### src/rtl/cross_bar_pkg.sv
// rtl/cross_bar_pkg.sv - shared cross-bar types and slave memory constants
// Purpose: address/data types, slave command encoding, slave FSM states and
//          default timing parameters used by the cross-bar slave memory.
// Ports:   none (package).
package cross_bar_pkg;

  localparam int ADDR_W = 32;
  localparam int DATA_W = 32;

  typedef logic [ADDR_W-1:0] addr_t;
  typedef logic [DATA_W-1:0] data_t;

  typedef enum logic {
    CMD_READ  = 1'b0,
    CMD_WRITE = 1'b1
  } slave_cmd_t;

  localparam int ACK_DELAY_DEF  = 1;
  localparam int RD_LATENCY_DEF = 2;

  typedef enum logic [2:0] {
    ST_IDLE,
    ST_ACK_WAIT,
    ST_ACK,
    ST_RD_WAIT,
    ST_RESP
  } slave_state_t;

endpackage

### src/rtl/cross_bar_slave_mem_if.sv
// rtl/cross_bar_slave_mem_if.sv - request/ack/resp bus of the cross-bar slave memory
// Purpose: bundles the slave port signals between a cross-bar master and the
//          slave memory.
// Ports:   req/addr/cmd/wdata driven by the master; ack/resp/rdata/busy driven
//          by the slave. Clock and reset are kept outside the interface.
interface cross_bar_slave_mem_if;
  import cross_bar_pkg::*;

  logic  req;
  addr_t addr;
  logic  cmd;
  data_t wdata;
  logic  ack;
  logic  resp;
  data_t rdata;
  logic  busy;

  modport master (
    output req, addr, cmd, wdata,
    input  ack, resp, rdata, busy
  );

  modport slave (
    input  req, addr, cmd, wdata,
    output ack, resp, rdata, busy
  );

endinterface

### src/rtl/cross_bar_slave_ram.sv
// rtl/cross_bar_slave_ram.sv - word storage for the cross-bar slave memory
// Purpose: DEPTH x DATA_W register array, synchronous write, combinational
//          read, cleared to zero by reset.
// Ports:   clk, rst (async active-high); we/waddr/wdata write port;
//          raddr/rdata combinational read port.
module cross_bar_slave_ram
  import cross_bar_pkg::*;
#(
  parameter int  DEPTH = 16,
  localparam int IDX_W = $clog2(DEPTH)
) (
  input  logic             clk,
  input  logic             rst,
  input  logic             we,
  input  logic [IDX_W-1:0] waddr,
  input  data_t            wdata,
  input  logic [IDX_W-1:0] raddr,
  output data_t            rdata
);

  data_t mem_q [DEPTH];

  always_ff @(posedge clk or posedge rst) begin
    if (rst) begin
      for (int i = 0; i < DEPTH; i++) begin
        mem_q[i] <= '0;
      end
    end else if (we) begin
      mem_q[waddr] <= wdata;
    end
  end

  assign rdata = mem_q[raddr];

endmodule

### src/rtl/cross_bar_slave_mem.sv
// rtl/cross_bar_slave_mem.sv - cross-bar slave memory with delayed ack and read latency
// Purpose: accepts one request at a time, acks it ACK_DELAY cycles after
//          detection, writes or reads a word at the ack handshake, and returns
//          read data RD_LATENCY cycles after the handshake.
// Ports:   clk, rst (async active-high); bus (slave modport): req/addr/cmd/wdata
//          in, ack/resp/rdata/busy out (all outputs registered).
module cross_bar_slave_mem
  import cross_bar_pkg::*;
#(
  parameter int DEPTH      = 16,
  parameter int ACK_DELAY  = ACK_DELAY_DEF,
  parameter int RD_LATENCY = RD_LATENCY_DEF
) (
  input  logic                  clk,
  input  logic                  rst,
  cross_bar_slave_mem_if.slave  bus
);

  localparam int         IDX_W    = $clog2(DEPTH);
  localparam logic [3:0] ACK_LOAD = 4'(ACK_DELAY - 1);
  localparam logic [3:0] RD_LOAD  = 4'(RD_LATENCY - 1);

  slave_state_t     state_q, state_d;
  logic [3:0]       cnt_q, cnt_d;
  logic             ack_q, ack_d;
  logic             resp_q, resp_d;
  logic             busy_q, busy_d;
  data_t            cap_q, cap_d;
  data_t            rdata_q, rdata_d;

  logic [IDX_W-1:0] idx;
  slave_cmd_t       cmd;
  logic             ram_we;
  data_t            ram_rdata;
  logic             unused_addr_bits;

  // Word index only; byte offset and upper bits alias onto the same words.
  assign idx              = bus.addr[IDX_W+1:2];
  assign unused_addr_bits = ^{bus.addr[ADDR_W-1:IDX_W+2], bus.addr[1:0]};
  assign cmd              = slave_cmd_t'(bus.cmd);

  // The edge that ends the ACK cycle is the handshake.
  assign ram_we = (state_q == ST_ACK) && (cmd == CMD_WRITE);

  cross_bar_slave_ram #(
    .DEPTH (DEPTH)
  ) u_ram (
    .clk   (clk),
    .rst   (rst),
    .we    (ram_we),
    .waddr (idx),
    .wdata (bus.wdata),
    .raddr (idx),
    .rdata (ram_rdata)
  );

  always_comb begin
    state_d = state_q;
    cnt_d   = cnt_q;
    cap_d   = cap_q;
    rdata_d = rdata_q;
    unique case (state_q)
      ST_IDLE: begin
        if (bus.req) begin
          if (ACK_DELAY == 1) begin
            state_d = ST_ACK;
          end else begin
            state_d = ST_ACK_WAIT;
            cnt_d   = ACK_LOAD;
          end
        end
      end
      ST_ACK_WAIT: begin
        // Dropping req before the ack abandons the request silently.
        if (!bus.req) begin
          state_d = ST_IDLE;
          cnt_d   = '0;
        end else begin
          cnt_d = cnt_q - 4'd1;
          if (cnt_q == 4'd1) state_d = ST_ACK;
        end
      end
      ST_ACK: begin
        if (cmd == CMD_WRITE) begin
          state_d = ST_IDLE;
        end else if (RD_LATENCY == 1) begin
          state_d = ST_RESP;
          rdata_d = ram_rdata;
        end else begin
          state_d = ST_RD_WAIT;
          cnt_d   = RD_LOAD;
          cap_d   = ram_rdata;
        end
      end
      ST_RD_WAIT: begin
        cnt_d = cnt_q - 4'd1;
        if (cnt_q == 4'd1) begin
          state_d = ST_RESP;
          // rdata only changes when resp is raised, so it holds between reads.
          rdata_d = cap_q;
        end
      end
      ST_RESP: begin
        state_d = ST_IDLE;
      end
      default: begin
        state_d = ST_IDLE;
      end
    endcase
    ack_d  = (state_d == ST_ACK);
    resp_d = (state_d == ST_RESP);
    busy_d = (state_d != ST_IDLE);
  end

  always_ff @(posedge clk or posedge rst) begin
    if (rst) begin
      state_q <= ST_IDLE;
      cnt_q   <= '0;
      ack_q   <= 1'b0;
      resp_q  <= 1'b0;
      busy_q  <= 1'b0;
      cap_q   <= '0;
      rdata_q <= '0;
    end else begin
      state_q <= state_d;
      cnt_q   <= cnt_d;
      ack_q   <= ack_d;
      resp_q  <= resp_d;
      busy_q  <= busy_d;
      cap_q   <= cap_d;
      rdata_q <= rdata_d;
    end
  end

  assign bus.ack   = ack_q;
  assign bus.resp  = resp_q;
  assign bus.rdata = rdata_q;
  assign bus.busy  = busy_q;

endmodule
### src/flat_wrapper.sv
// flat-port wrapper written by rule: the top's interface ports become plain ports
module cross_bar_slave_mem_flat import cross_bar_pkg::*;
#(
  parameter int DEPTH      = 16,
  parameter int ACK_DELAY  = ACK_DELAY_DEF,
  parameter int RD_LATENCY = RD_LATENCY_DEF
)
  (clk, rst, bus_req, bus_addr, bus_cmd, bus_wdata, bus_ack, bus_resp, bus_rdata, bus_busy);
  cross_bar_slave_mem_if bus_i ();
  input  logic clk;
  input  logic rst;
  input wire logic [$bits(bus_i.req)-1:0] bus_req;
  input wire logic [$bits(bus_i.addr)-1:0] bus_addr;
  input wire logic [$bits(bus_i.cmd)-1:0] bus_cmd;
  input wire logic [$bits(bus_i.wdata)-1:0] bus_wdata;
  output wire logic [$bits(bus_i.ack)-1:0] bus_ack;
  output wire logic [$bits(bus_i.resp)-1:0] bus_resp;
  output wire logic [$bits(bus_i.rdata)-1:0] bus_rdata;
  output wire logic [$bits(bus_i.busy)-1:0] bus_busy;
  assign bus_i.req = bus_req;
  assign bus_i.addr = bus_addr;
  assign bus_i.cmd = bus_cmd;
  assign bus_i.wdata = bus_wdata;
  assign bus_ack = bus_i.ack;
  assign bus_resp = bus_i.resp;
  assign bus_rdata = bus_i.rdata;
  assign bus_busy = bus_i.busy;
  cross_bar_slave_mem #(.DEPTH(DEPTH), .ACK_DELAY(ACK_DELAY), .RD_LATENCY(RD_LATENCY)) u_core (.clk(clk), .rst(rst), .bus(bus_i));
endmodule
### config.mk
export PLATFORM = sky130hd
export DESIGN_NAME = cross_bar_slave_mem_flat
export DESIGN_NICKNAME = d
export VERILOG_FILES = /design/src/rtl/cross_bar_pkg.sv /design/src/rtl/cross_bar_slave_mem_if.sv /design/src/rtl/cross_bar_slave_ram.sv /design/src/rtl/cross_bar_slave_mem.sv /design/src/flat_wrapper.sv
export SDC_FILE = /design/constraint.sdc
export NUM_CORES = 1
export LEC_CHECK = 0
export BUFFER_PORTS_ARGS = -buffer_cell sky130_fd_sc_hd__buf_2
export CORE_MARGIN = 5
export CORE_UTILIZATION = 35
export CTS_CLUSTER_SIZE = 30
export DETAILED_ROUTE_END_ITERATION = 7
export PLACE_DENSITY = 0.48
export SLEW_MARGIN = 20
export SYNTH_ARGS = -nofsm -noshare
export SYNTH_HDL_FRONTEND = slang
export SYNTH_SLANG_ARGS = --single-unit
### constraint.sdc
create_clock -name clk -period 15.3 [get_ports clk]
set_input_delay 0 -clock clk [delete_from_list [all_inputs] [get_ports clk]]
set_output_delay 0 -clock clk [all_outputs]
set_load 0.03 [all_outputs]
==> results_dict.tcl, run 1 <==
set metrics [dict create \
    totalWireLength_microns 70200 \
    drt-wirelength-per-cell_microns 23.6 \
    async_flop_share_pct 100 \
    synth_top_area_share_pct 56.2 \
    cts_root_buffer "clkbuf_16" \
    outcome "finished, final reports clean" \
    io_buffers 74 \
    die_x_microns 283 \
    clk_latency_ns 0.59 \
    peakVddDrop_mv 0.0701 \
    power_density_nw_per_um2 183 \
    core_sq_um 74200 \
    cp_max_fo 74 \
    finalCriticalPeriod_ns 4.09 \
    syn_nets 1959 \
    crit_type "in2async" \
    grt_usage_pct 17.5 \
    timing.final.crit_share_pct 26.7 \
    ys_ff_latch 586 \
    htree_levels 3 \
    required_ns 15.89 \
    min_path_type "in2reg" \
    seqPwrFrac_pct 46.7 \
    slew_headroom_pct 10.0 \
    intPower_mw 3.93 \
    slew_viol_final 0 \
    cts.repair.resized 0 \
    fin_cells 2970 \
    dp_hpwl_microns 36600 \
    synth_flop_cell "dfrtp_1" \
    vias 15800 \
    finalSetupViolCount 0 \
    drc 0 \
    netlist_area_sq_um 26100 \
    cp-start-kind "primary input" \
    setup_tns_ns 0 \
    clk_pin_slew_worst_paths_ns 0.06 \
    dp_slack_ns 10.79 \
    num_io_pins 103 \
    drtIter0Drc 773 \
    synth_top_cell_by_area "dfrtp_1" \
    fmax_ghz 0.245 \
    switching_power_mw 1.53 \
    ys_types 43 \
    synth.avg_cell_area_sq_um 13.8 \
    std_cell_rows 100 \
    yosysMostFrequentCell "dfrtp_1" \
    maxCapViolCount 0 \
    grt_max_degree 116 \
    synth_area_leaders "dfrtp_1 (56%), mux2_2 (22%), mux2i_1 (7.4%), mux4_2 (2.8%), nand2_1 (1.8%)" \
    comb_power_share_pct 23.6 \
    grt_pass1_wl_microns 107000 \
    dr.pass1.iters 5 \
    start_util_pct 35.2 \
    post_cts_buffers 0 \
    place_inst 2811 \
    syn-instance-count 1889 \
    ys_top_cells_by_count "dfrtp_1 (586), mux2_2 (500), mux2i_1 (193)" \
    overflow 0 \
    drive_gt1_share_pct 39.0 \
    worstMarginPinSlew_ns 1.35 \
    filler_cell_count 6986 \
    arrival_ns 4.68 \
    cts_buffers 68 \
    fin_worst_skew_ns 0.0113 \
    hold_violations 0 \
    p_leak_nw 14.2 \
    pwr-share-clk_pct 29.7 \
    switching_share_pct 28.0 \
    routed_via_density 5.30 \
    area_delta_synth_final_pct 14.3 \
    cts.path.max_buffers 3 \
    place_congestion 0.690 \
    grt_pass1_vias 16600 \
    final_antenna_net_count 0 \
    end_kind "async pin" \
    cts_tree "done" \
    rsz0062_at_grt "false" \
    cts_sinks 586 \
    antenna_found_initial 2 \
    yosysSeqAreaShare_pct 56.2 \
    synth_warnings 0 \
    final_nets 2019 \
    setup_ws_ns 11.21 \
    die_h_microns 283 \
    synth_edf_count 0 \
    die_area_sq_um 80200 \
]
stage by stage:
stage	utilization (%)	cell area (sq um)	hold WS [ns]	power (mW)
after global placement	36.7	27200	0.212	3.80
after floorplan	-	26100	0.135	3.55
final	40.2	29800	0.132	5.46
after global routing	40.2	29800	0.187	5.80
after detailed placement	36.7	27200	0.210	3.88
after CTS	40.2	29800	0.121	5.54
placed cells by master, fill, tap and decap left out, drive strengths merged:
master         n
nand3b         3
o2bb2ai        1
mux2i        193
o21bai         1
a21oi         33
diode          2
and3           4
dfrtp        586
o31ai          1
nand2b         2
a21boi         1
clkinvlp       3
o22ai         66
dlygate4sd3   37
o32ai          1
nor2          36
bufinv         3
or4b           1
nor2b          6
clkinv         8
o21ai         21
mux2         512
inv            7
clkbuf       106
and2           1
nor3b          4
nand3         17
a21o           1
a22oi          1
or3            2
buf          113
nand4bb        1
or3b           3
mux4          32
nand2        123
nor3          35
ha             2
a221oi        17
a2bb2oi       15
power groups by stage:
stage	clock network (mW)	registers [mW]	logic, mW
floorplan	0	2.57	0.973
global placement	0	2.54	1.26
detailed placement	0	2.58	1.30
CTS	1.68	2.55	1.31
global route	1.74	2.63	1.43
finish	1.62	2.55	1.29
layout make-up:
class | count | area, sq um | area share (%)
clock buffer | 106 | 2090 | 7.00
tap | 969 | 1210 | 4.06
multi-input combinational | 1136 | 10600 | 35.6
sequential | 586 | 14700 | 49.2
clock inverter | 14 | 154 | 0.516
inverter | 7 | 30.0 | 0.101
timing repair buffer | 150 | 1070 | 3.59
antenna | 2 | 5.00 | 0.0168
worst max-delay path, cell delays in order:
cell and delay (ns):
dlygate4sd3_1 0.53, buf_2 0.13, clkinvlp_4 0.57, buf_4 0.77, buf_4 0.85, buf_4 0.77, buf_4 0.83
per-layer routing:
metal / GRT usage, % / vias to the layer above / routed length [microns]
li1: - / 6966 / -
met1: 23.5 / 8418 / 31600
met2: 29.5 / 264 / 34400
met3: 2.77 / 105 / 2580
met4: 4.96 / 0 / 1620
met5: 0 / - / 0
worst paths after layout:
path                                   start                endpoint  slack, ns  depth (start not counted)
setup / recovery                         rst    u_core.bus.rdata[17]      11.21                          7
hold / removal                   bus_addr[5]        u_core.cap_q[24]       0.13                          5
setup reg to reg           u_core.state_q[0]  u_core.u_ram.mem_q[78]      12.69                          5
hold reg to reg             u_core.cap_q[25]    u_core.bus.rdata[25]       0.47                          2
max in group clk                 bus_addr[3]  u_core.u_ram.mem_q[11]      12.59                          9
min in group asynchronous                rst         u_core.cnt_q[0]       0.14                          3
cell families (layout without fill, tap and decap cells):
kind of cell    after synthesis  after routing  synth area share, %
compound gates              159            159                 3.90
fa+ha+maj                     2              2               0.0958
buf+inv                     167            277                 3.40
flops                       586            586                 56.2
mux                         737            737                 32.2
other cells                   0              2                    0
simple gates                238            238                 4.19
sequential cells by signal, summed over array words and instances (netlist names):
name	count
u_core.u_ram.mem_q	512
u_core.bus.rdata	32
u_core.cap_q	32
u_core.cnt_q	4
u_core.state_q	3
u_core.bus.ack	1
u_core.bus.busy	1
u_core.bus.resp	1
repair_timing:
action,CTS,global route
endpoints found under the setup margin,0,0
hold buffers,37,0
hold endpoints to repair,564,0
Note: power is estimated with default switching activity, not from simulation.
==> run 2, diff against run 1 <==
==> constraint.sdc (replaced) <==
create_clock -name clk -period 3.5 [get_ports clk]
set_input_delay 0 -clock clk [delete_from_list [all_inputs] [get_ports clk]]
set_output_delay 0 -clock clk [all_outputs]
set_load 0.03 [all_outputs]
==> run 2 against run 1 <==
Via count is 0.88% lower; power grew to 4.4 times the previous value; combinational power grew to 4.4 times the previous value; critical path type is now reg2reg.
==> results_dict.tcl, run 2 (synthesized netlist as in run 1, its figures left out) <==
set metrics [dict create \
    maxCapViolCount 0 \
    antenna_found_initial 2 \
    finalSetupViolCount 0 \
    vias 15600 \
    p_leak_nw 14.3 \
    worstMarginPinSlew_ns 0.907 \
    final_cell_mix "dfrtp_1 (586), mux2_2 (500), mux2i_1 (193), nand2_1 (111), buf_2 (72)" \
    start_util_pct 35.2 \
    required_ns 3.98 \
    post_cts_buffers 0 \
    fin_worst_skew_ns 0.0309 \
    design_area_sq_um 30100 \
    drt-wirelength-per-cell_microns 23.3 \
    cts_tree "done" \
    drtIter0Drc 703 \
    dr.pass1.iters 5 \
    r2r-start "u_core.state_q[2]" \
    cts_root_buffer "clkbuf_16" \
    dp_hpwl_microns 41000 \
    cts.repair.resized 0 \
    finalCriticalPeriod_ns 2.56 \
    arrival_ns 3.04 \
    filler_cell_count 6973 \
    cp-start-kind "register" \
    grt_pass1_vias 16800 \
    slew_viol_final 0 \
    cts_sinks 586 \
    rsz0062_at_grt "false" \
    num_io_pins 103 \
    end_kind "register" \
    dp_slack_ns 0.919 \
    overflow 0 \
    cts.path.max_buffers 3 \
    crit_type "reg2reg" \
    grt_pass1_wl_microns 107000 \
    drc 0 \
    power_density_nw_per_um2 794 \
    cp_max_fo 18 \
    finalPower_mw 23.9 \
    ff2ff_path_depth 5 \
    place_congestion 0.718 \
    peakVddDrop_mv 0.339 \
    cts_buffers 69 \
    setup_ws_ns 0.940 \
    regMostFlops "u_core.u_ram.mem_q" \
    slew_headroom_pct 39.3 \
    final_antenna_net_count 0 \
    hold_violations 0 \
    htree_levels 3 \
    grt_max_degree 125 \
    die_h_microns 283 \
    area_delta_synth_final_pct 15.1 \
    worstReg2RegEnd "u_core.u_ram.mem_q[468]" \
    timing.final.crit_share_pct 73.1 \
    clk_pin_slew_worst_paths_ns 0.05 \
    min_path_type "in2async" \
    clk_latency_ns 0.61 \
    routed_via_density 5.23 \
    core_sq_um 74200 \
    die_x_microns 283 \
    layout_commonest_cell "dfrtp_1" \
    dpl-instance-area_sq_um 27500 \
    fmax_ghz 0.391 \
    die_area_sq_um 80200 \
    outcome "finished, final reports clean" \
    r2r_slack_ns 0.94 \
    std_cell_rows 100 \
    largest_register_ffs 512 \
    grt_usage_pct 17.3 \
    totalWireLength_microns 69700 \
    io_buffers 74 \
    final_nets 2036 \
    postCtsHoldBufs 38 \
    drive_gt1_share_pct 39.4 \
]
## run 2: cell types whose count changed in the layout (fill, tap and decap cells not counted), sizes merged
cell         before  now
buf             113  128
dlygate4sd3      37   38
inv               7   10
clkbuf          106  102
clkinv            8   10
## run 2: metal layers
| layer | global-route usage, % | vias to the layer above | part of all wire, % | wire length (microns) |
|---|---|---|---|---|
| met5 | 0 | - | 0 | 0 |
| met4 | 4.16 | 0 | 1.7 | 1170 |
| met3 | 2.76 | 81 | 3.2 | 2230 |
| met2 | 29.2 | 212 | 49 | 34200 |
| met1 | 23.6 | 8321 | 46 | 32100 |
| li1 | - | 7001 | - | - |
## run 2: worst max path at each step
stage | startpoint | endpoint | slack [ns] | cells after the start
2_1_floorplan | rst | u_core.bus.ack | -4.49 | 1
3_3_place_gp | u_core.state_q[0] | u_core.u_ram.mem_q[472] | 0.95 | 5
3_5_place_dp | u_core.state_q[0] | u_core.u_ram.mem_q[467] | 0.92 | 5
4_1_cts | u_core.state_q[2] | u_core.u_ram.mem_q[468] | 0.92 | 5
5_1_grt | u_core.cnt_q[1] | u_core.bus.rdata[8] | 0.75 | 8
6_report | u_core.state_q[2] | u_core.u_ram.mem_q[468] | 0.94 | 5
## run 2: cell type report
class / count / area (sq um) / area share (%)
flip-flops and latches: 586 / 14700 / 48.8
clock buffers: 102 / 2010 / 6.69
clock inverters: 19 / 205 / 0.683
repair buffers: 166 / 1320 / 4.40
diodes: 2 / 5.00 / 0.0166
inverters: 7 / 30.0 / 0.0999
multi-input cells: 1136 / 10600 / 35.3
well taps: 969 / 1210 / 4.03
## run 2: through the flow
stage | hold WS (ns) | cells | utilization (%) | setup TNS [ns]
after global placement | 0.131 | 2826 | 37.0 | 0
after CTS | 0.0437 | 2985 | 40.5 | 0
after detailed placement | 0.130 | 2826 | 37.0 | 0
after global routing | 0.0895 | 2985 | 40.5 | 0
final | 0.0587 | 2987 | 40.5 | 0
after floorplan | 0.135 | 1889 | - | -2629.62
## run 2: report_power, final
part / internal, mW / leakage [nW] / switching, mW
combinational: 3.17 / 5.56 / 2.50
sequential: 9.72 / 7.68 / 1.44
clock: 4.21 / 1.09 / 2.83
total: 17.1 / 14.3 / 6.78
## run 2: critical path, cell delays in order (launching register included)
cell and delay [ns]:
dfrtp_1 0.46, nand4bb_4 0.36, nor3b_2 0.39, nand2_2 0.46, buf_4 0.43, mux2_2 0.32
==> run 3, diff against run 2 <==
==> constraint.sdc (replaced) <==
create_clock -name clk -period 2.2 [get_ports clk]
set_input_delay 0 -clock clk [delete_from_list [all_inputs] [get_ports clk]]
set_output_delay 0 -clock clk [all_outputs]
set_load 0.03 [all_outputs]
==> run 3 against run 2 <==
Hold slack improved by 0.035 ns; largest cell class unchanged; fmax rose by 24%; power rose by 58%; clock-buffer cell count rose by 5.
==> results_dict.tcl, run 3 (synthesized netlist as in run 1, its figures left out) <==
set metrics [dict create \
    crit_type "reg2reg" \
    drc 0 \
    io_buffers 74 \
    min_path_type "in2reg" \
    dr.pass1.iters 4 \
    fmax_ghz 0.485 \
    rsz0062_at_grt "false" \
    regMostFlops "u_core.u_ram.mem_q" \
    htree_levels 3 \
    finalCriticalPeriod_ns 2.06 \
    setup_ws_ns 0.140 \
    maxCapViolCount 0 \
    totalWireLength_microns 70200 \
    overflow 0 \
    die_area_sq_um 80200 \
    timing.final.crit_share_pct 93.6 \
    worstMarginPinSlew_ns 0.729 \
    dpl-instance-area_sq_um 27900 \
    dp_slack_ns 0.140 \
    finalSetupViolCount 0 \
    grt_pass1_vias 16900 \
    cts_tree "done" \
    drtIter0Drc 735 \
    arrival_ns 2.53 \
    area_delta_synth_final_pct 16.6 \
    drt-wirelength-per-cell_microns 23.2 \
    vias 15800 \
    antenna_found_initial 2 \
    layout_commonest_cell "dfrtp_1" \
    grt_usage_pct 17.5 \
    outcome "finished, final reports clean" \
    cts.repair.resized 0 \
    die_h_microns 283 \
    end_kind "register" \
    cp_max_fo 20 \
    hold_violations 0 \
    register_area_sq_um 14700 \
    peakVddDrop_mv 0.494 \
    slew_viol_final 0 \
    cp-start-kind "register" \
    required_ns 2.67 \
    cts_sinks 586 \
    die_x_microns 283 \
    dp_hpwl_microns 43200 \
    largest_register_ffs 512 \
    design_area_sq_um 30400 \
    place_congestion 0.737 \
    routed_via_density 5.22 \
    filler_cell_count 6885 \
    num_io_pins 103 \
    fin_worst_skew_ns 0.0172 \
    power_density_nw_per_um2 1240 \
    cts.path.max_buffers 3 \
    cts_root_buffer "clkbuf_16" \
    std_cell_rows 100 \
    p_leak_nw 14.5 \
    cts_buffers 67 \
    clk_pin_slew_worst_paths_ns 0.06 \
    slew_headroom_pct 51.4 \
    core_sq_um 74200 \
    grt_max_degree 112 \
    final_antenna_net_count 0 \
    drive_gt1_share_pct 40.3 \
    multiInputGateArea_sq_um 10600 \
    start_util_pct 35.2 \
    grt_pass1_wl_microns 108000 \
    clk_latency_ns 0.60 \
    final_nets 2079 \
    final_cell_mix "dfrtp_1 (586), mux2_2 (500), mux2i_1 (193), nand2_1 (111), buf_4 (75)" \
]
## run 3: cell count changes in the layout (fill, tap and decap cells not counted), moves of 3 or more
cell / change
clkbuf_1: +6
buf_12: +12
inv_6: -3
bufinv_16: -3
buf_4: +33
## run 3: area by class of cell
cell class,count,area share (%)
sequential,586,48.2
multi-input combinational,1136,34.8
clock buffer,107,6.64
timing repair buffer,211,5.95
tap,969,3.98
clock inverter,11,0.312
inverter,7,0.0986
antenna,2,0.0164
## run 3: worst paths after layout
path | slack, ns | start | endpoint | cells after the start
min in group asynchronous | 0.57 | rst | u_core.bus.busy | 5
worst min register to register | 0.47 | u_core.bus.rdata[24] | u_core.bus.rdata[24] | 2
worst max-delay path | 0.14 | u_core.state_q[2] | u_core.u_ram.mem_q[87] | 5
max in group asynchronous | 0.75 | rst | u_core.u_ram.mem_q[238] | 6
worst max register to register | 0.14 | u_core.state_q[2] | u_core.u_ram.mem_q[87] | 5
worst min-delay path | 0.09 | bus_addr[5] | u_core.cap_q[2] | 5
## run 3: repair_timing
| item | 4_1_cts | 5_1_grt |
|---|---|---|
| endpoints found under the hold margin | 1120 | 0 |
| buffers inserted | 0 | 0 |
| hold buffers | 38 | 0 |
## run 3: worst max-delay path, stage by stage (launching register included)
cell	delay (ns)
dfrtp_1	0.45
nand4bb_4	0.38
nor3b_2	0.26
and3_2	0.27
buf_12	0.22
mux2_2	0.36
## run 3: per-layer routing
| metal | up-vias | routed length, microns | track usage [%] |
|---|---|---|---|
| met5 | - | 0 | 0 |
| met4 | 0 | 1460 | 4.72 |
| met3 | 93 | 2260 | 2.47 |
| met2 | 239 | 34300 | 29.2 |
| met1 | 8386 | 32200 | 24.0 |
| li1 | 7090 | - | - |
## run 3: metrics by stage
step	utilization (%)	hold WS, ns	power, mW	TNS [ns]	instances
detailed placement	37.7	0.0396	27.2	0	2871
global placement	37.7	0.0395	26.7	0	2871
global route	41.0	0.104	40.0	0	3027
floorplan	-	0.135	24.7	-3391.42	1889
finish	41.0	0.0937	37.7	0	3029
CTS	41.0	0.0503	38.3	0	3027
## run 3: power breakdown
part           switching (mW)  internal (mW)
combinational            4.05           5.17
clock                    4.40           6.30
sequential               2.30           15.5
